[src/rtl/spi_ram_pkg.sv]
// Shared command encodings and widths for the SPI command RAM.
// Imported by the memory array and the command decoder.
package spi_ram_pkg;

  localparam int CMD_W  = 2;
  localparam int DATA_W = 8;

  typedef enum logic [CMD_W-1:0] {
    CMD_WR_ADDR = 2'b00,
    CMD_WR_DATA = 2'b01,
    CMD_RD_ADDR = 2'b10,
    CMD_RD_DATA = 2'b11
  } cmd_e;

endpackage

[src/rtl/spi_ram_mem.sv]
// Synchronous single-port byte array with a registered read port.
// The read register only loads on re, so it doubles as the held tx byte.
module spi_ram_mem
  import spi_ram_pkg::*;
#(
  parameter int ADDR_W = 8
) (
  input  logic              clk,
  input  logic              rst_n,
  input  logic              we,
  input  logic              re,
  input  logic [ADDR_W-1:0] addr,
  input  logic [DATA_W-1:0] wdata,
  output logic [DATA_W-1:0] rdata
);

  logic [DATA_W-1:0] mem [2**ADDR_W];

  always_ff @(posedge clk) begin
    if (we) mem[addr] <= wdata;
  end

  // Only the output register is reset; array contents survive rst_n.
  always_ff @(posedge clk or negedge rst_n) begin
    if (!rst_n)  rdata <= '0;
    else if (re) rdata <= mem[addr];
  end

endmodule

[src/rtl/spi_cmd_ram.sv]
// Command-driven byte RAM fed by the SPI slave rx word {cmd, payload}.
// Accepts one command per rx_valid rising edge; read data returns on dout/tx_valid.
module spi_cmd_ram
  import spi_ram_pkg::*;
#(
  parameter int ADDR_W   = 8,
  parameter bit AUTO_INC = 1'b0
) (
  input  logic                    clk,
  input  logic                    rst_n,
  input  logic [CMD_W+DATA_W-1:0] din,
  input  logic                    rx_valid,
  output logic [DATA_W-1:0]       dout,
  output logic                    tx_valid,
  output logic                    cmd_err
);

  logic              rx_valid_d;
  logic              accept;
  cmd_e              cmd;
  logic [DATA_W-1:0] payload;
  logic [ADDR_W-1:0] pl_addr;
  logic [ADDR_W-1:0] wr_addr;
  logic [ADDR_W-1:0] rd_addr;
  logic              wr_addr_ok;
  logic              rd_addr_ok;
  logic              do_write;
  logic              do_read;
  logic              bad_cmd;
  logic [ADDR_W-1:0] mem_addr;

  assign cmd     = cmd_e'(din[CMD_W+DATA_W-1:DATA_W]);
  assign payload = din[DATA_W-1:0];
  assign accept  = rx_valid & ~rx_valid_d;

  generate
    if (ADDR_W > DATA_W) begin : g_addr_wide
      assign pl_addr = {{(ADDR_W-DATA_W){1'b0}}, payload};
    end else begin : g_addr_narrow
      assign pl_addr = payload[ADDR_W-1:0];
    end
  endgenerate

  assign do_write = accept && (cmd == CMD_WR_DATA) && wr_addr_ok;
  assign do_read  = accept && (cmd == CMD_RD_DATA) && rd_addr_ok;
  assign bad_cmd  = accept && (((cmd == CMD_WR_DATA) && !wr_addr_ok) ||
                               ((cmd == CMD_RD_DATA) && !rd_addr_ok));
  // At most one data command per cycle, so the single port never contends.
  assign mem_addr = do_read ? rd_addr : wr_addr;

  always_ff @(posedge clk or negedge rst_n) begin
    if (!rst_n) rx_valid_d <= 1'b0;
    else        rx_valid_d <= rx_valid;
  end

  always_ff @(posedge clk or negedge rst_n) begin
    if (!rst_n) begin
      wr_addr    <= '0;
      wr_addr_ok <= 1'b0;
    end else if (accept && cmd == CMD_WR_ADDR) begin
      wr_addr    <= pl_addr;
      wr_addr_ok <= 1'b1;
    end else if (do_write && AUTO_INC) begin
      wr_addr    <= wr_addr + ADDR_W'(1);
    end
  end

  always_ff @(posedge clk or negedge rst_n) begin
    if (!rst_n) begin
      rd_addr    <= '0;
      rd_addr_ok <= 1'b0;
    end else if (accept && cmd == CMD_RD_ADDR) begin
      rd_addr    <= pl_addr;
      rd_addr_ok <= 1'b1;
    end else if (do_read && AUTO_INC) begin
      rd_addr    <= rd_addr + ADDR_W'(1);
    end
  end

  // tx_valid is a level: any accepted command clears it, a good read re-sets it.
  always_ff @(posedge clk or negedge rst_n) begin
    if (!rst_n) begin
      tx_valid <= 1'b0;
      cmd_err  <= 1'b0;
    end else begin
      cmd_err <= bad_cmd;
      if (accept) tx_valid <= do_read;
    end
  end

  spi_ram_mem #(.ADDR_W(ADDR_W)) u_mem (
    .clk   (clk),
    .rst_n (rst_n),
    .we    (do_write),
    .re    (do_read),
    .addr  (mem_addr),
    .wdata (payload),
    .rdata (dout)
  );

endmodule

[config.mk]
export PLATFORM = sky130hd
export DESIGN_NAME = spi_cmd_ram
export DESIGN_NICKNAME = d
export VERILOG_FILES = /design/src/rtl/spi_ram_pkg.sv /design/src/rtl/spi_ram_mem.sv /design/src/rtl/spi_cmd_ram.sv
export SDC_FILE = /design/constraint.sdc
export NUM_CORES = 2
export LEC_CHECK = 0
export CORE_MARGIN = 4
export CORE_UTILIZATION = 40
export CTS_CLUSTER_SIZE = 28
export DETAILED_ROUTE_END_ITERATION = 10
export SLEW_MARGIN = 20
export SYNTH_ARGS = -nofsm -noshare
export SYNTH_HDL_FRONTEND = slang
export SYNTH_SLANG_ARGS = --single-unit
[constraint.sdc]
create_clock -name clk -period 3.5 [get_ports clk]
set_input_delay 0.7 -clock clk [delete_from_list [all_inputs] [get_ports clk]]
set_output_delay 0.7 -clock clk [all_outputs]
set_load 0.05 [all_outputs]
# Word-level counts from Yosys, hierarchy flattened
# Memories as Yosys holds them, arrays and structs flattened. A register that Yosys moved wholly into a read port is not among the register bits.
# Cells that the tools add are included.
# word_totals
ram_bits	2048
reg_bits	21
memories	1
word_cells	30
out_inout_bits	10
in_bits	13
# memory_table
name	depth	word_bits	read_ports	rd_clocked_by_memory_dff	wr	line	text
u_mem.mem	256	8	1	1	1	spi_ram_mem.sv:17	logic [DATA_W-1:0] mem [2**ADDR_W];
# classes
eq_ne	3
n_reduce_logical	14
n_mux	3
bitwise	2
# op_table
operator	count
1-bit logical AND	9
8-bit two-way mux	1
2-bit == test, second input constant	2
1-bit zero test	3
2-bit by 1-bit == test with 1-bit output, second input constant	1
2-bit zero test	1
1-bit two-way mux	2
1-bit bitwise AND	1
1-bit logical OR	1
1-bit NOT	1

# Depth between registers and ports, before layout
# logic_depth
word_depth	6
mapped_depth	14
depth_no_buf	9

# Modules after synthesis
# From an unflattened synthesis, not the netlist that was laid out.
# hier_totals
hier_cells	3648
area_unflattened_um2	80443.4
# by_module_without_submodules
module	seq_area_each_um2	n_inst	area_per_inst_um2	cells_per_inst
spi_ram_mem	61699.2	1	79532.5	3591
spi_cmd_ram	525.5	1	910.9	57

# Worst setup path before layout
# OpenSTA, ideal clock, no wires.
# synth_timing
kind	input to register
startpoint	input port din[8]
endpoint	memory u_mem.mem[152][0], enable pin
t_arrival_ns	3.163
path_stages	10
t_required_ns	3.117
n_path_buf	4
setup_ns	0.383
slack_ns	-0.046
cell_sequence	and3_2 > nand2_1 > buf_2 > buf_1 > nand3b_1 > nand2_1 > clkbuf_1 > nand2_1 > clkbuf_1 > nor3_1
# synth_via
elab_chain_cells	5
word_cells_on_any_way	9
classes_between	eq/ne (2); mux (3); reduce/logical (4)
# synth_rtl
element	line	text
start: declaration	spi_cmd_ram.sv:11	input logic [CMD_W+DATA_W-1:0] din,
2-bit by 1-bit == test with 1-bit output	spi_cmd_ram.sv:44	assign do_write = accept && (cmd == CMD_WR_DATA) && wr_addr_ok;
1-bit logical AND (2 in series)	spi_cmd_ram.sv:44	
1-bit two-way mux	spi_ram_mem.sv:20	if (we) mem[addr] <= wdata;
1-bit two-way mux (implied by the code)	spi_ram_mem.sv:20	
end: declaration	spi_ram_mem.sv:17	
# Several ways; a longest one is shown, not always the timed one.

# Worst setup path after layout
# layout_timing
startpoint	register rx_valid_d
endpoint	register u_mem.rdata[4] (read register of u_mem.mem)
# layout_via
elab_chain_cells	5
# layout_rtl
element	line	text
start: declaration	spi_cmd_ram.sv:18	logic rx_valid_d;
start signal: assignment	spi_cmd_ram.sv:53	else rx_valid_d <= rx_valid;
1-bit NOT *	spi_cmd_ram.sv:34	assign accept = rx_valid & ~rx_valid_d;
1-bit bitwise AND *	spi_cmd_ram.sv:34	
1-bit logical AND * (2 in series)	spi_cmd_ram.sv:45	assign do_read = accept && (cmd == CMD_RD_DATA) && rd_addr_ok;
8-bit two-way mux	spi_cmd_ram.sv:49	assign mem_addr = do_read ? rd_addr : wr_addr;
end: declaration	spi_ram_mem.sv:14	output logic [DATA_W-1:0] rdata
# Mark *: on every way between the ends. The rest lies on a longest branch, timed or not.
# A chain may end at the register's enable or synchronous reset.

==> flow_summary.yaml <==
setup_path:
  worst_ep_required_time_ns: 4.23
  cpMaxStageDelayCell: "o41ai_1"
  r2r_end: "u_mem.rdata[4]"
  crit_fanout: 22
  r2r_start: "rx_valid_d"
  start_kind: "flop"
  worstPathCellList: "nand2b_1 -> buf_6 -> nor2_4 -> o21ai_4 -> buf_12 -> buf_12 -> buf_4 -> a222oi_1 -> a21oi_1 -> o41ai_1 -> a41oi_1 -> buf_4 -> nor4_2 -> o21ai_1"
  arrival_ns: 4.24
  endpoint_kind: "flop"
  cp_slowest_stage_delay_ns: 0.56
  reg2regPathDepth: 14
  r2r_setup_slack_ns: -0.009
  crit_path_end: "u_mem.rdata[4]"
  path_class: "flop to flop"
  crit_start: "rx_valid_d"
synth:
  syn_avg_cell_area_um2: 16.8
  syn-cell-area_um2: 79800
  synth_fa_ha_area_share_pct: 0
  ys_seq_area_share_pct: 78.0
  synth_xor_area_share_pct: 0
  synth_top_area_share_pct: 77.0
  synthTopCellsByArea: "edfxtp_1 (77%), a222oi_1 (7.6%), a21oi_1 (3.1%)"
  synth.largest_area_cell: "edfxtp_1"
  muxShareOfSynthArea_pct: 2.30
  synth_compound_area_share_pct: 14.3
  synth_cell_types: 44
  synth_nets: 4766
  synth_warnings: 0
  synth_seq_cells: 2077
  synth_top_family_by_area: "compound AO/OA/AOI/OAI gates"
  synth-simple-area-share_pct: 3.37
  syn_inst: 4753
power_and_ir_drop:
  p_leak_nw: 31.0
  p_per_area_nw_per_um2: 620
  finalPower_mw: 60.3
  peakVddDrop_mv: 0.577
clocking:
  clock_path_buffers: 3
  path_clk_slew_ns: 0.06
  clk_latency_ns: 0.86
  cts_root_buf: "clkbuf_16"
  cts_tree: "yes"
  numCtsBuffers: 207
  cts_htree_levels: 4
  clkSinkCount: 2077
sta:
  setup_viol: 1
  tns_ns: -0.00855
  setup_ws_ns: -0.00855
  max_slew_margin_pct: 21.8
  finalCritPeriodShare_pct: 100
  tightestPinTransition_ns: 1.17
  period_minus_slack_ns: 3.51
  finalHoldViolations: 0
  finClkSkew_ns: 0.0446
  slew_violations: 0
  fmax_mhz: 285
  grt_setup_unrepaired: "true"
floorplan:
  start_util_pct: 40.3
  die_x_um: 455
  dieArea_um2: 207000
  die-height_um: 455
  boundaryPins: 23
  rows: 163
  core_area_um2: 198000
finish:
  layout_commonest_cell: "edfxtp_1"
  nNetsFinal: 5480
  drive_above_1_share_pct: 24.0
  final_area_um2: 97200
  fin_util_pct: 49.1
  layout.cells.most_common_list: "edfxtp_1 (2,048), buf_4 (768), a222oi_1 (608), a21oi_1 (480), nand2_1 (326)"
  areaGrowthSynthToFinish_pct: 21.8
routing:
  post_drt_wl_per_cell_um: 29.8
  drt-pass1-iter-count: 11
  drt-total-wl_um: 247000
  post_drt_via_cell_ratio: 6.27
  ant_nets: 0
  first_iter_violations: 9616
  route.vias.total: 51900
  drc: 10
grt:
  grtUsageMet3_pct: 4.71
  grt_pass1_wl_um: 355000
  grtUsageMet1_pct: 32.7
  use_met2_pct: 36.2
  antenna_found_initial: 11
  grt_max_degree: 101
  grt_remaining_overflow: 0
  busiest_layer: "met2"
  grt_usage_pct: 23.3
  grt_pass1_vias: 50200
placement:
  hpwl_um: 153000
  numPortBuffers: 22
  gp_congestion: 0.886
  placed_area_um2: 90000
job:
  maxCapViolations: 0
worst_hold_path:
  hold_class: "input pin to flop"
run_status:
  run_status: "complete, but fails checks"
  violations: "design-rule violations, negative setup slack"
==> sequential cells by signal, indices dropped and copies added (netlist names) <==
register and flops:
wr_addr 8, wr_addr_ok 1, rd_addr 8, u_mem.mem 2048
u_mem.rdata 8, cmd_err 1, tx_valid 1, rd_addr_ok 1
rx_valid_d 1
==> power breakdown <==
part	leakage, nW	total [mW]	switching, mW	internal [mW]
Sequential	18.7	27.6	0.214	27.4
Clock	3.18	21.5	9.33	12.2
Combinational	9.03	11.1	6.89	4.25
==> per-layer routing <==
layer  wire (um)  up-vias
li1            -    21700
met1       96800    26400
met2      114000     3259
met3       26700      446
met4        9130       10
met5          63        -
==> metrics by stage <==
stage               std cells  hold WS [ns]  setup WS (ns)
finish                   8279         0.265       -0.00855
global route             8277         0.226        -0.0448
CTS                      8270         0.202              0
detailed placement       7891         0.476          -1.56
global placement         7891         0.441          -1.64
floorplan                4753         0.404        -0.0464
==> worst max-delay path, delay by kind of cell (launching register included) <==
kind,cells,cell delay [ns]
AOI/OAI and AO/OA,6,1.48
buffers and inverters,5,0.85
and+or+nand+nor,3,0.63
DFF,1,0.37
==> how the worst min path moves through the flow <==
| stage | from | slack [ns] | to | cells after the start |
|---|---|---|---|---|
| 5_1_grt | din[5] | 0.23 | u_mem.mem[227][5] | 1 |
| 4_1_cts | din[5] | 0.20 | u_mem.mem[224][5] | 1 |
| 3_5_place_dp | wr_addr_ok | 0.48 | wr_addr_ok | 1 |
| 3_3_place_gp | wr_addr_ok | 0.44 | wr_addr_ok | 1 |
| 2_1_floorplan | rst_n | 0.40 | cmd_err | 0 |
| 6_report | din[5] | 0.27 | u_mem.mem[224][5] | 1 |
==> repair_timing <==
action / CTS / global route
cloned: 0 / 3
pin swaps: 6 / 33
hold buffers: 1 / 0
setup endpoints to repair: 16 / 16
hold endpoints to repair: 29 / 0
buffers inserted: 0 / 4
gates resized for setup: 38 / 55
==> area by class of cell <==
class,count,area (um2)
clock inverter,110,991
timing repair buffer,915,8470
sequential,2077,62200
multi-input combinational,2262,16700
inverter,4,15.0
fill,16400,101000
clock buffer,268,5510
tap,2640,3300
antenna,3,7.51
==> cells in the mapped netlist, drive strengths merged <==
cell type / number
nand3: 17
nand3b: 8
clkbuf: 314
o22ai: 16
o31ai: 3
a21oi: 488
a31oi: 71
o31a: 2
a41o: 1
o21a: 74
dfrtp: 29
o21ai: 91
nand2: 329
nand2b: 5
nand4: 3
and2b: 1
nor3: 51
buf: 96
o41ai: 117
edfxtp: 2048
mux2: 14
mux4: 62
mux2i: 28
nor4: 14
a211oi: 1
nor2b: 1
a41oi: 29
inv: 4
and3: 2
a22oi: 1
or3: 4
or2: 4
nor2: 214
nor3b: 3
a222oi: 608
==> cell families after synthesis <==
family / count (synthesis)
AOI/OAI and AO/OA: 1502
muxes: 104
DFF: 2077
buffers and inverters: 414
and+or+nand+nor: 656
No activity file was read; power rests on OpenSTA's default activity.
